## src/rtl/bytewrite_ram_req_master_if.sv

```systemverilog
// Command and response channels between a system-side requester and the
// byte-write RAM request master.
interface bytewrite_ram_req_master_if #(
  parameter int ADDR_WIDTH = 10,
  parameter int COL_WIDTH  = 9,
  parameter int NB_COL     = 4,
  parameter int LEN_WIDTH  = 4
);
  logic                          cmd_valid;
  logic                          cmd_ready;
  logic [NB_COL-1:0]             cmd_we;
  logic [ADDR_WIDTH-1:0]         cmd_addr;
  logic [LEN_WIDTH-1:0]          cmd_len;
  logic [NB_COL*COL_WIDTH-1:0]   cmd_wdata;
  logic                          rsp_valid;
  logic                          rsp_ready;
  logic [NB_COL*COL_WIDTH-1:0]   rsp_data;
  logic                          rsp_last;

  modport master (
    output cmd_valid, cmd_we, cmd_addr, cmd_len, cmd_wdata, rsp_ready,
    input  cmd_ready, rsp_valid, rsp_data, rsp_last
  );

  modport slave (
    input  cmd_valid, cmd_we, cmd_addr, cmd_len, cmd_wdata, rsp_ready,
    output cmd_ready, rsp_valid, rsp_data, rsp_last
  );
endinterface

```

## src/rtl/bytewrite_ram_req_master.sv

```systemverilog
// Sequences fill/read bursts onto a read-first byte-write RAM port and returns
// read data through a 2-entry back-pressurable response FIFO.
module bytewrite_ram_req_master #(
  parameter int ADDR_WIDTH = 10,
  parameter int COL_WIDTH  = 9,
  parameter int NB_COL     = 4,
  parameter int LEN_WIDTH  = 4
) (
  input  logic                        clk,
  input  logic                        rst,
  bytewrite_ram_req_master_if.slave   bus,
  output logic [NB_COL-1:0]           ram_we,
  output logic [ADDR_WIDTH-1:0]       ram_addr,
  output logic [NB_COL*COL_WIDTH-1:0] ram_di,
  input  logic [NB_COL*COL_WIDTH-1:0] ram_do
);
  localparam int DW = NB_COL * COL_WIDTH;

  typedef enum logic [1:0] {
    IDLE,
    FILL,
    READ
  } state_t;

  state_t                state_q, state_d;
  logic [NB_COL-1:0]     we_q;
  logic [DW-1:0]         wdata_q;
  logic [ADDR_WIDTH-1:0] cur_q;
  logic [LEN_WIDTH-1:0]  cnt_q;

  logic                  load;
  logic                  issue;
  logic                  cmd_ready;

  logic                  inflight_q;
  logic                  inflight_last_q;

  logic [DW-1:0]         fifo_data [2];
  logic [1:0]            fifo_last;
  logic                  wr_ptr, rd_ptr;
  logic [1:0]            fifo_cnt;
  logic                  push, pop;
  logic                  rsp_valid;
  logic [2:0]            occupancy;
  logic                  room;

  assign rsp_valid = (fifo_cnt != 2'd0);
  assign pop       = rsp_valid && bus.rsp_ready;
  assign push      = inflight_q;

  // Entries that will occupy the FIFO after this edge must stay below its depth.
  assign occupancy = 3'(fifo_cnt) + 3'(inflight_q) - 3'(pop);
  assign room      = (occupancy < 3'd2);

  always_comb begin
    state_d   = state_q;
    load      = 1'b0;
    issue     = 1'b0;
    cmd_ready = 1'b0;
    ram_we    = '0;
    ram_di    = '0;
    unique case (state_q)
      IDLE: begin
        cmd_ready = !rst;
        if (bus.cmd_valid && !rst) begin
          load    = 1'b1;
          state_d = (bus.cmd_we != '0) ? FILL : READ;
        end
      end
      FILL: begin
        if (!rst) begin
          issue  = 1'b1;
          ram_we = we_q;
          ram_di = wdata_q;
          if (cnt_q == '0) state_d = IDLE;
        end
      end
      READ: begin
        if (!rst && room) begin
          issue = 1'b1;
          if (cnt_q == '0) state_d = IDLE;
        end
      end
      default: state_d = IDLE;
    endcase
  end

  assign ram_addr      = cur_q;
  assign bus.cmd_ready = cmd_ready;

  always_ff @(posedge clk) begin
    if (rst) begin
      state_q         <= IDLE;
      we_q            <= '0;
      wdata_q         <= '0;
      cur_q           <= '0;
      cnt_q           <= '0;
      inflight_q      <= 1'b0;
      inflight_last_q <= 1'b0;
    end else begin
      state_q <= state_d;
      if (load) begin
        we_q    <= bus.cmd_we;
        wdata_q <= bus.cmd_wdata;
        cur_q   <= bus.cmd_addr;
        cnt_q   <= bus.cmd_len;
      end else if (issue) begin
        cur_q <= cur_q + ADDR_WIDTH'(1);
        cnt_q <= cnt_q - LEN_WIDTH'(1);
      end
      inflight_q      <= issue && (state_q == READ);
      inflight_last_q <= (cnt_q == '0);
    end
  end

  always_ff @(posedge clk) begin
    if (rst) begin
      wr_ptr   <= 1'b0;
      rd_ptr   <= 1'b0;
      fifo_cnt <= 2'd0;
    end else begin
      if (push) wr_ptr <= ~wr_ptr;
      if (pop)  rd_ptr <= ~rd_ptr;
      fifo_cnt <= fifo_cnt + 2'(push) - 2'(pop);
    end
  end

  always_ff @(posedge clk) begin
    if (push) begin
      fifo_data[wr_ptr] <= ram_do;
      fifo_last[wr_ptr] <= inflight_last_q;
    end
  end

  assign bus.rsp_valid = rsp_valid;
  assign bus.rsp_data  = rsp_valid ? fifo_data[rd_ptr] : '0;
  assign bus.rsp_last  = rsp_valid ? fifo_last[rd_ptr] : 1'b0;
endmodule
```

## src/flat_wrapper.sv

```systemverilog
// flat-port wrapper written by rule: the top's interface ports become plain ports
module bytewrite_ram_req_master_flat 
#(
  parameter int ADDR_WIDTH = 10,
  parameter int COL_WIDTH  = 9,
  parameter int NB_COL     = 4,
  parameter int LEN_WIDTH  = 4
)
  (clk, rst, ram_we, ram_addr, ram_di, ram_do, bus_cmd_valid, bus_cmd_we, bus_cmd_addr, bus_cmd_len, bus_cmd_wdata, bus_rsp_ready, bus_cmd_ready, bus_rsp_valid, bus_rsp_data, bus_rsp_last);
  bytewrite_ram_req_master_if #(.ADDR_WIDTH(ADDR_WIDTH), .COL_WIDTH(COL_WIDTH), .NB_COL(NB_COL), .LEN_WIDTH(LEN_WIDTH)) bus_i ();
  input  logic clk;
  input  logic rst;
  output logic [NB_COL-1:0] ram_we;
  output logic [ADDR_WIDTH-1:0] ram_addr;
  output logic [NB_COL*COL_WIDTH-1:0] ram_di;
  input  logic [NB_COL*COL_WIDTH-1:0] ram_do;
  input wire logic [$bits(bus_i.cmd_valid)-1:0] bus_cmd_valid;
  input wire logic [$bits(bus_i.cmd_we)-1:0] bus_cmd_we;
  input wire logic [$bits(bus_i.cmd_addr)-1:0] bus_cmd_addr;
  input wire logic [$bits(bus_i.cmd_len)-1:0] bus_cmd_len;
  input wire logic [$bits(bus_i.cmd_wdata)-1:0] bus_cmd_wdata;
  input wire logic [$bits(bus_i.rsp_ready)-1:0] bus_rsp_ready;
  output wire logic [$bits(bus_i.cmd_ready)-1:0] bus_cmd_ready;
  output wire logic [$bits(bus_i.rsp_valid)-1:0] bus_rsp_valid;
  output wire logic [$bits(bus_i.rsp_data)-1:0] bus_rsp_data;
  output wire logic [$bits(bus_i.rsp_last)-1:0] bus_rsp_last;
  assign bus_i.cmd_valid = bus_cmd_valid;
  assign bus_i.cmd_we = bus_cmd_we;
  assign bus_i.cmd_addr = bus_cmd_addr;
  assign bus_i.cmd_len = bus_cmd_len;
  assign bus_i.cmd_wdata = bus_cmd_wdata;
  assign bus_i.rsp_ready = bus_rsp_ready;
  assign bus_cmd_ready = bus_i.cmd_ready;
  assign bus_rsp_valid = bus_i.rsp_valid;
  assign bus_rsp_data = bus_i.rsp_data;
  assign bus_rsp_last = bus_i.rsp_last;
  bytewrite_ram_req_master #(.ADDR_WIDTH(ADDR_WIDTH), .COL_WIDTH(COL_WIDTH), .NB_COL(NB_COL), .LEN_WIDTH(LEN_WIDTH)) u_core (.clk(clk), .rst(rst), .bus(bus_i), .ram_we(ram_we), .ram_addr(ram_addr), .ram_di(ram_di), .ram_do(ram_do));
endmodule
```

## config.mk

```make
export PLATFORM = sky130hd
export DESIGN_NAME = bytewrite_ram_req_master_flat
export DESIGN_NICKNAME = d
export VERILOG_FILES = /design/src/rtl/bytewrite_ram_req_master_if.sv /design/src/rtl/bytewrite_ram_req_master.sv /design/src/flat_wrapper.sv
export SDC_FILE = /design/constraint.sdc
export NUM_CORES = 1
export LEC_CHECK = 0
export CAP_MARGIN = 20
export CORE_MARGIN = 3
export CORE_UTILIZATION = 40
export CTS_BUF_LIST = sky130_fd_sc_hd__clkbuf_4 sky130_fd_sc_hd__clkbuf_8
export DETAILED_ROUTE_END_ITERATION = 10
export GPL_ROUTABILITY_DRIVEN = 0
export PLACE_DENSITY = 0.72
export REMOVE_ABC_BUFFERS = 1
export SLEW_MARGIN = 20
export SYNTH_ARGS = -nofsm -noshare
export SYNTH_HDL_FRONTEND = slang
export SYNTH_SLANG_ARGS = --single-unit
```

## constraint.sdc

```tcl
create_clock -name clk -period 8.3 [get_ports clk]
set_clock_uncertainty 0.05 [all_clocks]
set_input_delay 2.075 -clock clk [delete_from_list [all_inputs] [get_ports clk]]
set_output_delay 2.075 -clock clk [all_outputs]
set_load 0.02 [all_outputs]
```

---- Word-level counts from Yosys, hierarchy flattened ----
Memories as Yosys holds them, arrays and structs flattened. A register that Yosys moved wholly into a read port is not among the register bits.
Cells that the tools add are included.
word-level totals
  latch bits .............................. 0
  bits of input ports ..................... 94
  bits in read-only memories .............. 0
  bits in registers ....................... 64
  memories ................................ 1
  logic and storage cells ................. 70
  output and inout port bits .............. 89
  bits in writable memories ............... 72
memory list
  name              depth  bits a word  rd ports  clocked after memory_dff  write ports  RTL line                        text
  u_core.fifo_data  2      36           1         1                         1            bytewrite_ram_req_master.sv:38  logic [DW-1:0] fifo_data [2];
cells by class
  $mul .................................... 0
  equal/unequal tests ..................... 4
  add/sub/neg operators ................... 6
  bitwise logic cells ..................... 2
  shift-type cells ........................ 0
  multiplexer cells ....................... 30
  magnitude comparators ................... 4
  reduce and logical (&&, ||, !) cells .... 12
  divide/modulo/power cells ............... 0
operator list
  kind                                                    count
  two-way mux 36 bit                                      3
  two-way mux 10 bit                                      2
  two-way mux 4 bit                                       4
  two-way mux 1 bit                                       13
  adder 10 x 1 -> 10 bit (second input constant)          1
  two-way mux 2 bit                                       4
  one-hot mux 2 bit (3 select lines)                      1
  logical AND 1 bit                                       5
  logical NOT 4 bit                                       1
  < comparator 1 x 2 -> 1 bit (second input constant)     2
  inequality test 2 x 1 -> 1 bit (second input constant)  2
  nonzero test 2 bit                                      2
  nonzero test 4 bit                                      1
  subtractor 4 x 1 -> 4 bit (second input constant)       1
  adder 2 x 1 -> 3 bit                                    1
  < comparator 3 x 2 -> 1 bit (second input constant)     1
  subtractor 3 x 1 -> 3 bit                               1
  adder 2 x 1 -> 2 bit                                    1
  bitwise mux 2 bit                                       1
  equality test 2 x 1 -> 1 bit (second input constant)    1
  equality test 2 bit (second input constant)             1
  logical NOT 2 bit                                       1
  inverter 1 bit                                          2
  one-hot mux 1 bit (2 select lines)                      1
  5 further kinds                                         5

---- Depth between registers and ports, before layout ----
  depth after elaboration ................. 9
  gate-level depth with buffers ........... 13
  gate-level depth less buffers ........... 11

---- Least setup slack after synthesis ----
Ideal clock, no wire load.
  path kind ............................... input-to-output
  start ................................... input rst
  end ..................................... output ram_di[0]
  data arrival time ....................... 2.719 ns
  buffers on the path ..................... 1
  slack ................................... 3.456 ns
  cell stages on the path ................. 3
  required time ........................... 6.175 ns
  cell sequence ........................... nor2b_1 -> clkbuf_1 -> and2_1
between the ends
  cells in the longest elaborated chain, start to end .. 2
ends and longest elaborated chain
  item                RTL line                        text
  start: declaration  flat_wrapper.sv:12              input logic rst;
  two-way mux 36 bit  bytewrite_ram_req_master.sv:71  if (!rst) begin
  two-way mux 36 bit  bytewrite_ram_req_master.sv:62  unique case (state_q)
  end: declaration    flat_wrapper.sv:15              output logic [NB_COL*COL_WIDTH-1:0] ram_di;
No other way between the ends.

---- Worst setup path in the final report ----
  start ................................... input rst
  end ..................................... output ram_we[3]
between the ends
  cells in the longest elaborated chain, start to end .. 2
ends and longest elaborated chain
  item               RTL line                        text
  two-way mux 4 bit  bytewrite_ram_req_master.sv:71
  two-way mux 4 bit  bytewrite_ram_req_master.sv:62
  end: declaration   flat_wrapper.sv:13              output logic [NB_COL-1:0] ram_we;
No other way between the ends.

==> flow_metrics.py <==
metrics = {
    "synthesis": {
        "synth-seq-cells": 137,
        "synth.avg_cell_area_sq_um": 11.0,
        "async_flop_share_pct": 0,
        "synthAdderAreaFrac_pct": 1.87,
        "ys_types": 39,
        "synthXorXnorAreaFrac_pct": 0.913,
        "synth_top_family_by_area": "simple AND/OR/NAND/NOR gates",
        "yosysTopAreaCell": "edfxtp_1",
        "synth_top_area_share_pct": 38.6,
        "seq_area_frac_synth_pct": 60.5,
        "synth_simple_gate_area_share_pct": 22.5,
        "synth_compound_area_share_pct": 4.43,
        "yosysMostFrequentCell": "nand2_1",
        "synth-edff-count": 74,
        "synth.area.top_cells": "edfxtp_1 39%, dfxtp_1 22%, mux2i_1 6.6%",
        "synthFlopType": "edfxtp_1",
        "syn_area_sq_mm": 0.00576,
        "synth_common_cells": "87 x nand2_1, 74 x edfxtp_1, 63 x dfxtp_1",
        "muxShareOfSynthArea_pct": 6.61,
        "netlist_instances": 523,
        "yosys_warnings": 0,
    },
    "cts": {
        "cts_setup_buffers": 0,
        "cts_max_level": 4,
        "cts_resized": 0,
        "numCtsBuffers": 17,
        "clock-sinks": 137,
        "insertion_delay_ns": 0.43,
        "clockBufferDepth": 2,
        "cts_tree": "done",
        "clock-root-buffer": "clkbuf_8",
        "ctsHoldBuffers": 0,
        "clk_pin_slew_ns": 0.07,
    },
    "final_layout": {
        "multiInputGateArea_sq_mm": 0.00212,
        "layout.nets": 797,
        "synthToLayoutAreaGrowth_pct": 40.4,
        "insertedDiodeCount": 0,
        "final_layout_size_suffix_gt1_share_pct": 6.07,
        "fillCellCount": 1139,
        "regArea_sq_mm": 0.00349,
    },
    "floorplan": {
        "dieArea_sq_mm": 0.0159,
        "ios": 183,
        "core_area_sq_mm": 0.0140,
        "rows": 43,
        "initial_core_util_pct": 41.2,
        "die_w_um": 126,
        "die_y_um": 126,
    },
    "min_path": {
        "hold_depth": 0,
        "hp-class": "flip-flop to flip-flop",
        "min_to": "u_core.fifo_last[0]",
        "min_from": "u_core.inflight_last_q",
    },
    "global_routing": {
        "track_usage_pct": 17.0,
        "grtUsageMet1_pct": 22.6,
        "antenna_found_initial": 0,
        "grt-busiest-layer": "met2",
        "met3_usage_pct": 6.79,
        "grt_use_met2_pct": 25.4,
        "grt_pass1_vias": 4366,
        "grt_pass1_wl_um": 21700,
        "grt_start_max_net_pins": 68,
        "overflow": 0,
    },
    "power_and_ir_drop": {
        "p_seq_share_pct": 43.7,
        "switchingPower_uw": 585,
        "combPwrFrac_pct": 30.3,
        "switching_share_pct": 31.7,
        "p_clk_share_pct": 26.0,
        "p_leak_nw": 2.91,
        "p_int_mw": 1.26,
        "peakVddDrop_v": 0.000102,
        "p_per_area_mw_per_mm2": 228,
    },
    "critical_path": {
        "crit_path_start_kind": "input port",
        "critPathKind": "input port to output pin",
        "cp_max_fo": 40,
        "endpoint_kind": "output pin",
        "r2r_slack_ns": 4.57,
        "r2r-end": "u_core.cnt_q[3]",
        "cp.required_ns": 6.18,
        "r2r_cells": 12,
        "cp_data_arrival_time_ns": 3.58,
        "r2r_start": "u_core.fifo_cnt[1]",
    },
    "timing": {
        "rsz0062_at_grt": "no",
        "maxSlewViolCount": 0,
        "setup_ws_ns": 2.59,
        "final.setup.tns_ns": 0,
        "slew_headroom_pct": 40.7,
        "period_needed_ns": 5.71,
        "setup_viol": 0,
        "tightest_slew_ns": 0.890,
        "max_freq_mhz": 175,
        "hold_slack_ns": 0.377,
        "finalHoldViolations": 0,
        "fin_crit_sh_pct": 68.8,
    },
    "routing": {
        "post_drt_wl_per_cell_um": 15.4,
        "vias_per_cell": 4.92,
        "drc": 0,
        "wirelength_um": 13700,
        "vias": 4371,
        "dr.first_iter.drc_count": 296,
        "postRouteAntennaNets": 0,
        "dr.pass1.iters": 4,
    },
    "placed_design": {
        "placement.io_buffers": 182,
        "hpwl_um": 9150,
        "dp_slack_ns": 2.20,
    },
    "outcome": {
        "outcome": "finished, final reports clean",
    },
    "run": {
        "cap_viol_max_count": 0,
    },
}
[per-layer routing]
layer | share of wire [%] | vias to the layer above
met5 | 0 | -
met4 | 1.3 | 0
met3 | 9.8 | 15
met2 | 45 | 180
met1 | 44 | 2027
li1 | - | 2149
[sequential cells by signal (all words and copies together), names as in the netlist, named ones only]
name                    cells
u_core.we_q                 4
u_core.fifo_last            2
u_core.wdata_q             36
u_core.state_q              2
u_core.fifo_data           72
u_core.ram_addr            10
u_core.wr_ptr               1
u_core.inflight_last_q      1
u_core.cnt_q                4
u_core.rd_ptr               1
u_core.inflight_q           1
u_core.fifo_cnt             2
[through the flow]
stage	util (%)	area (sq um)	std cells	power [mW]
floorplan	-	5620	490	1.11
global placement	55.1	7700	855	1.38
detailed placement	55.1	7710	855	1.38
CTS	57.6	8060	887	1.87
global route	57.8	8090	888	1.94
finish	57.8	8090	888	1.85
[power groups by stage]
stage / sequential, mW / combinational [mW] / clock (mW)
after floorplan: 0.808 / 0.301 / 0
after global placement: 0.820 / 0.559 / 0
after detailed placement: 0.820 / 0.565 / 0
after CTS: 0.806 / 0.567 / 0.500
final: 0.807 / 0.558 / 0.480
after global routing: 0.813 / 0.603 / 0.526
[placed cells by master, fill, tap and decap left out, drive strengths merged, types with 3 or more instances in the layout]
master	count
nand3	3
or3	7
nor2b	4
nand3b	40
inv	12
clkinvlp	4
a311oi	11
dfxtp	63
clkbuf	18
and2	43
o31ai	4
edfxtp	74
ha	7
a21oi	3
or4	4
o21ai	9
nand2	87
buf	5
mux2i	38
nor2	57
xnor2	5
clkinv	9
clkdlybuf4s50	181
[worst max path at each step]
stage / depth (start not counted) / to / startpoint / slack (ns)
floorplan: 2 / ram_di[0] / rst / 2.89
global placement: 4 / ram_we[3] / rst / 2.31
detailed placement: 4 / ram_we[1] / rst / 2.20
CTS: 4 / ram_we[3] / rst / 2.20
global route: 4 / ram_we[3] / rst / 2.45
finish: 4 / ram_we[3] / rst / 2.59
[worst max-delay path, cell delays in order]
cell	delay [ns]
buf_2	0.13
nor2b_4	0.52
and2_1	0.22
clkdlybuf4s50_1	0.63
[cells by family (layout without fill, tap and decap cells)]
group | count (synthesis) | in the layout
xor+xnor | 6 | 6
fa+ha+maj | 8 | 8
compound gates | 35 | 35
buf+inv | 45 | 230
simple gates | 254 | 254
mux | 38 | 38
flops | 137 | 137
[cell type report]
type | instances | area share [%]
Clock inverter | 14 | 1.35
Clock buffer | 18 | 2.99
Tap cell | 180 | 2.79
Timing Repair Buffer | 186 | 23.0
Multi-Input combinational cell | 341 | 26.2
Sequential cell | 137 | 43.1
Inverter | 12 | 0.557
(Power assumes the default switching activity.)
